## src/rtl/crc32_if.sv

```systemverilog
// Frame/payload bus between a pixel-stream source (master) and the crc32 engine (slave).
// Carries picture size, frame start, the IDAT word stream and the registered CRC results.
interface crc32_if #(
  parameter int DATA_WD     = 32,
  parameter int SIZE_PIC_WD = 32
);
  logic [SIZE_PIC_WD-1:0] w_i;
  logic [SIZE_PIC_WD-1:0] h_i;
  logic                   start_i;
  logic                   val_i;
  logic [DATA_WD-1:0]     dat_i;
  logic                   lst_i;
  logic                   done_o;
  logic                   val_o;
  logic [DATA_WD-1:0]     dat_o;

  modport master (
    output w_i, h_i, start_i, val_i, dat_i, lst_i,
    input  done_o, val_o, dat_o
  );

  modport slave (
    input  w_i, h_i, start_i, val_i, dat_i, lst_i,
    output done_o, val_o, dat_o
  );
endinterface

```

## src/rtl/crc32.sv

```systemverilog
// PNG chunk CRC-32 engine: optional IHDR chunk (macro CRC32_IHDR_EN), then "IDAT" + payload words.
// Registered outputs; IDAT CRC one cycle after the lst_i word is accepted; no backpressure (val_i gaps only).
module crc32 #(
  parameter int DATA_WD     = 32,
  parameter int SIZE_PIC_WD = 32
) (
  input  logic   clk,
  input  logic   rstn,
  crc32_if.slave bus
);
  localparam logic [DATA_WD-1:0] POLY     = 32'hEDB88320;
  localparam logic [DATA_WD-1:0] CRC_INIT = 32'hFFFFFFFF;
  localparam logic [DATA_WD-1:0] IDAT_TAG = 32'h49444154;
`ifdef CRC32_IHDR_EN
  localparam logic [DATA_WD-1:0] IHDR_TAG = 32'h49484452;
  localparam logic [DATA_WD-1:0] IHDR_FMT = 32'h08020000;
`endif

  if (DATA_WD != 32 || SIZE_PIC_WD > DATA_WD) begin : g_param_chk
    $error("crc32: DATA_WD must be 32 and SIZE_PIC_WD must fit in one data word");
  end

  typedef enum logic [2:0] {
    S_IDLE, S_IHDR, S_IHDR_CRC, S_IDAT_TYPE, S_DATA, S_IDAT_CRC
  } state_e;

  // Reflected CRC: bytes taken MSB-first from the word, each byte LSB-first; all_bytes=0 folds only the top byte.
  function automatic logic [DATA_WD-1:0] crc_upd(input logic [DATA_WD-1:0] crc,
                                                 input logic [DATA_WD-1:0] dat,
                                                 input logic               all_bytes);
    logic [DATA_WD-1:0] c;
    c = crc;
    for (int b = 0; b < 4; b++) begin
      if (b == 0 || all_bytes) begin
        for (int i = 0; i < 8; i++) begin
          c = {1'b0, c[DATA_WD-1:1]} ^ ((c[0] ^ dat[DATA_WD-8-8*b+i]) ? POLY : '0);
        end
      end
    end
    return c;
  endfunction

  state_e             state_q, state_d;
  logic [DATA_WD-1:0] crc_q, crc_d, crc_nx;
  logic               val_q, val_d;
  logic               done_q, done_d;
  logic [DATA_WD-1:0] dat_q, dat_d;
  logic               feed_vld;
  logic               feed_all;
  logic [DATA_WD-1:0] feed_dat;
`ifdef CRC32_IHDR_EN
  logic [2:0]             cnt_q, cnt_d;
  logic [SIZE_PIC_WD-1:0] w_q, w_d;
  logic [SIZE_PIC_WD-1:0] h_q, h_d;
`endif

  // feed_vld is the chunk-valid flag: high whenever a word is folded into the running CRC.
  always_comb begin
    feed_vld = 1'b0;
    feed_all = 1'b1;
    feed_dat = '0;
    case (state_q)
`ifdef CRC32_IHDR_EN
      S_IHDR: begin
        feed_vld = 1'b1;
        case (cnt_q)
          3'd0:    feed_dat = IHDR_TAG;
          3'd1:    feed_dat = DATA_WD'(w_q);
          3'd2:    feed_dat = DATA_WD'(h_q);
          3'd3:    feed_dat = IHDR_FMT;
          default: feed_all = 1'b0;
        endcase
      end
`endif
      S_IDAT_TYPE: begin
        feed_vld = 1'b1;
        feed_dat = IDAT_TAG;
      end
      S_DATA: begin
        feed_vld = bus.val_i;
        feed_dat = bus.dat_i;
      end
      default: ;
    endcase
  end

  assign crc_nx = feed_vld ? crc_upd(crc_q, feed_dat, feed_all) : crc_q;

  always_comb begin
    state_d = state_q;
    crc_d   = crc_nx;
    val_d   = 1'b0;
    done_d  = 1'b0;
    dat_d   = '0;
`ifdef CRC32_IHDR_EN
    cnt_d   = cnt_q;
    w_d     = w_q;
    h_d     = h_q;
`endif
    case (state_q)
      S_IDLE: begin
        if (bus.start_i) begin
          crc_d   = CRC_INIT;
`ifdef CRC32_IHDR_EN
          w_d     = bus.w_i;
          h_d     = bus.h_i;
          cnt_d   = '0;
          state_d = S_IHDR;
`else
          state_d = S_IDAT_TYPE;
`endif
        end
      end
`ifdef CRC32_IHDR_EN
      S_IHDR: begin
        cnt_d = cnt_q + 3'd1;
        if (cnt_q == 3'd4) begin
          state_d = S_IHDR_CRC;
          val_d   = 1'b1;
          dat_d   = ~crc_nx;
        end
      end
      S_IHDR_CRC: begin
        crc_d   = CRC_INIT;
        state_d = S_IDAT_TYPE;
      end
`endif
      S_IDAT_TYPE: state_d = S_DATA;
      S_DATA: begin
        if (bus.val_i && bus.lst_i) begin
          state_d = S_IDAT_CRC;
          val_d   = 1'b1;
          done_d  = 1'b1;
          dat_d   = ~crc_nx;
        end
      end
      S_IDAT_CRC: state_d = S_IDLE;
      default:    state_d = S_IDLE;
    endcase
  end

  always_ff @(posedge clk) begin
    if (rstn) begin
      state_q <= S_IDLE;
      crc_q   <= CRC_INIT;
      val_q   <= 1'b0;
      done_q  <= 1'b0;
      dat_q   <= '0;
`ifdef CRC32_IHDR_EN
      cnt_q   <= '0;
      w_q     <= '0;
      h_q     <= '0;
`endif
    end else begin
      state_q <= state_d;
      crc_q   <= crc_d;
      val_q   <= val_d;
      done_q  <= done_d;
      dat_q   <= dat_d;
`ifdef CRC32_IHDR_EN
      cnt_q   <= cnt_d;
      w_q     <= w_d;
      h_q     <= h_d;
`endif
    end
  end

  assign bus.val_o  = val_q;
  assign bus.done_o = done_q;
  assign bus.dat_o  = dat_q;
endmodule

```

## src/flat_wrapper.sv

```systemverilog
// flat-port wrapper written by rule: the top's interface ports become plain ports
module crc32_flat 
#(
  parameter int DATA_WD     = 32,
  parameter int SIZE_PIC_WD = 32
)
  (clk, rstn, bus_w_i, bus_h_i, bus_start_i, bus_val_i, bus_dat_i, bus_lst_i, bus_done_o, bus_val_o, bus_dat_o);
  crc32_if #(.DATA_WD(DATA_WD), .SIZE_PIC_WD(SIZE_PIC_WD)) bus_i ();
  input  logic clk;
  input  logic rstn;
  input wire logic [$bits(bus_i.w_i)-1:0] bus_w_i;
  input wire logic [$bits(bus_i.h_i)-1:0] bus_h_i;
  input wire logic [$bits(bus_i.start_i)-1:0] bus_start_i;
  input wire logic [$bits(bus_i.val_i)-1:0] bus_val_i;
  input wire logic [$bits(bus_i.dat_i)-1:0] bus_dat_i;
  input wire logic [$bits(bus_i.lst_i)-1:0] bus_lst_i;
  output wire logic [$bits(bus_i.done_o)-1:0] bus_done_o;
  output wire logic [$bits(bus_i.val_o)-1:0] bus_val_o;
  output wire logic [$bits(bus_i.dat_o)-1:0] bus_dat_o;
  assign bus_i.w_i = bus_w_i;
  assign bus_i.h_i = bus_h_i;
  assign bus_i.start_i = bus_start_i;
  assign bus_i.val_i = bus_val_i;
  assign bus_i.dat_i = bus_dat_i;
  assign bus_i.lst_i = bus_lst_i;
  assign bus_done_o = bus_i.done_o;
  assign bus_val_o = bus_i.val_o;
  assign bus_dat_o = bus_i.dat_o;
  crc32 #(.DATA_WD(DATA_WD), .SIZE_PIC_WD(SIZE_PIC_WD)) u_core (.clk(clk), .rstn(rstn), .bus(bus_i));
endmodule
```

## config.mk

```make
export PLATFORM = sky130hd
export DESIGN_NAME = crc32_flat
export DESIGN_NICKNAME = d
export VERILOG_FILES = /design/src/rtl/crc32_if.sv /design/src/rtl/crc32.sv /design/src/flat_wrapper.sv
export SDC_FILE = /design/constraint.sdc
export NUM_CORES = 1
export LEC_CHECK = 0
export BUFFER_PORTS_ARGS = -buffer_cell sky130_fd_sc_hd__buf_2
export CORE_UTILIZATION = 56
export DETAILED_ROUTE_END_ITERATION = 7
export PLACE_DENSITY = 0.92
export SETUP_SLACK_MARGIN = 0.1
export SKIP_LAST_GASP = 1
export SYNTH_ARGS = -nofsm -noshare
export SYNTH_HDL_FRONTEND = slang
export SYNTH_SLANG_ARGS = --single-unit
```

## constraint.sdc

```tcl
create_clock -name clk -period 4.35 [get_ports clk]
set_clock_uncertainty 0.05 [all_clocks]
set_input_delay 0.87 -clock clk [delete_from_list [all_inputs] [get_ports clk]]
set_output_delay 0.87 -clock clk [all_outputs]
set_load 0.03 [all_outputs]
```

==> results.json <==
{
  "vias": 4192,
  "grt_overflow_total": 0,
  "final_hold_viol_count": 0,
  "critPathKind": "primary input to register",
  "ios": 135,
  "synthTopCellsByCount": "xnor2_1, dfxtp_1, xnor3_1, nor2_1, xor2_1",
  "cpMostUsedCell": "xnor3_1",
  "synth_top_cell_by_area": "xnor3_1",
  "grt_use_met3": 0.0377,
  "port-buffer-count": 70,
  "yosys_warnings": 0,
  "num_antenna_cells": 0,
  "initialDrtViolationCount": 438,
  "crit_slowest_cell": "xnor3_1",
  "synth_area_um2": 6150,
  "cts.clk_slew.worst_paths_ns": 0.07,
  "clock_latency_ns": 0.35,
  "multi_input_area_um2": 4700,
  "critPathRequiredTime_ns": 4.53,
  "drcViolationCount": 0,
  "hold_path_class": "register to register",
  "cap_violations": 0,
  "nFillCells": 722,
  "grt_pass1_vias": 4268,
  "start_kind": "primary input",
  "dieArea_um2": 11400,
  "setup_viol": 0,
  "tritoncts": "built",
  "hpwl_um": 13100,
  "drt-total-wl_um": 16500,
  "dr.pass1.iters": 6,
  "synth_cells": 493,
  "die_w_um": 107,
  "met1_usage": 0.418,
  "worstPathMaxFanout": 3,
  "crit_chain": "buf_2 > nor4bb_1 > xnor3_1 > xnor2_1 > xnor3_1 > buf_4 > xnor3_1 > xnor3_1 > xnor2_1 > xnor3_1 > and2_1 > a211o_1",
  "cp.depth": 12,
  "async_reset_ff_frac": 0,
  "worstHoldPathCells": 2,
  "cp_num_buf_inv": 2,
  "area_growth_pct": 17.3,
  "rsz0062_at_grt": "no",
  "synth_ff_type": "dfxtp_1",
  "final_util": 0.687,
  "fin_nets": 709,
  "clock-sinks": 68,
  "endpoint_kind": "register",
  "post_drt_via_cell_ratio": 5.60,
  "rows": 37,
  "synth_top_area_frac": 0.245,
  "grt_use_met2": 0.498,
  "fin_crit_sh": 0.944,
  "routedWlPerCell_um": 22.0,
  "yosys_register_bits": 68,
  "synth-seq-area-share": 0.221,
  "synth_cell_types": 50,
  "holdBufCountCts": 0,
  "seq_area_um2": 1370,
  "r2r_cells": 12,
  "grt_max_degree": 30,
  "core_area_um2": 10500,
  "synth_nets": 594,
  "critPathTopFamily": "XOR/XNOR gates",
  "max_freq_mhz": 244,
  "layout-drive-gt1-share": 0.339,
  "grt_usage": 0.303,
  "status": "finished clean",
  "initial_utilization": 0.586,
  "cts_buffer_depth": 2,
  "arrival_ns": 4.29,
  "syn_avg_cell_area_um2": 12.5,
  "slowest_delay_ns": 0.49,
  "cts_root_buffer": "clkbuf_8",
  "htree_levels": 3,
  "synth_edf_count": 0,
  "cts_made_buffers": 9,
  "grt_pass1_wl_um": 24800,
  "tightestPinTransition_ns": 0.950,
  "fp.dieH_um": 107,
  "synth_most_common_cell": "xnor2_1",
  "slew_headroom": 0.366,
  "fin_crit_ns": 4.10,
  "ys_top_cells_by_area": "xnor3_1, dfxtp_1, xnor2_1",
  "slew_viol_final": 0,
  "ant_nets": 0,
  "gp_congestion": 0.936,
  "top_usage_layer": "met2",
  "antenna_found_initial": 0
}
## layout make-up
class,instances,share of cell area
timing repair buffer,126,0.108
clock buffer,10,0.0177
sequential,68,0.189
inverter,2,0.00104
multi-input combinational,401,0.651
tap,136,0.0236
clock inverter,6,0.00884
## logic make-up after synthesis
family,Yosys count,synth area share
mux,1,0.00183
flops,68,0.221
buf+inv,24,0.0197
xor+xnor,243,0.603
compound gates,50,0.0545
simple gates,107,0.100
## worst paths after layout
kind | startpoint | to | slack, ns
worst max-delay path | bus_dat_i[10] | u_core.crc_q[22]$_SDFF_PP1_ | 0.25
worst min-delay path | u_core.crc_q[15]$_SDFF_PP1_ | u_core.crc_q[15]$_SDFF_PP1_ | 0.48
worst max register to register | u_core.state_q[2]$_SDFFE_PP0P_ | u_core.crc_q[2]$_SDFF_PP1_ | 0.26
worst min register to register | u_core.crc_q[15]$_SDFF_PP1_ | u_core.crc_q[15]$_SDFF_PP1_ | 0.48
## worst reg2reg max path, delay by kind of cell, from the launching register on
kind	cells	cell delay, ns
compound gates	1	0.31
xor+xnor	7	2.45
buf+inv	2	0.36
flops	1	0.45
simple gates	2	0.38
## state kept, by name, indices dropped and copies added (netlist names)
name,cells
u_core.state_q,3
u_core.bus.dat_o,32
u_core.bus.val_o,1
u_core.crc_q,32
## timing repair
action | CTS | global route
buffers inserted | 5 | 2
setup endpoints to repair | 11 | 18
pin swaps | 1 | 1
resized for setup | 3 | 5
cloned | 0 | 0
## through the flow
step / setup WS (ns) / hold WS (ns) / area, um^2 / instances / TNS, ns
after CTS: 0.126 / 0.486 / 7170 / 747 / 0
after global placement: -0.0307 / 0.447 / 6930 / 726 / -0.0610
after global routing: 0.113 / 0.516 / 7220 / 749 / 0
after floorplan: 0.255 / 0.388 / 6150 / 493 / 0
final: 0.245 / 0.480 / 7220 / 749 / 0
after detailed placement: -0.0769 / 0.469 / 6930 / 726 / -0.389
## metal layers
metal	part of all wire	vias up	wire, um
li1	-	1887	-
met2	0.48	229	7870
met3	0.084	27	1390
met4	0.024	0	391
met5	0	-	0
met1	0.41	2049	6810
## layout by cell type (no fill, tap or decap), drive strengths merged, types with 2 or more instances in the layout
cell / netlist / routed
buf: 9 / 126
xnor2: 121 / 121
xnor3: 74 / 74
dfxtp: 68 / 68
nor2: 53 / 53
xor2: 40 / 40
a21oi: 17 / 17
nand2: 15 / 15
o21ai: 15 / 15
clkbuf: 13 / 10
a211o: 9 / 9
and4bb: 9 / 9
xor3: 8 / 8
and2: 7 / 7
nor4bb: 4 / 4
nand2b: 4 / 4
a211oi: 3 / 3
o21a: 3 / 3
inv: 2 / 3
nor3: 3 / 3
or2: 2 / 2
clkinvlp: 0 / 2
clkinv: 0 / 2
Power is not shown: default switching activity piles up to over one toggle a cycle in this logic, so the estimate is an artifact.
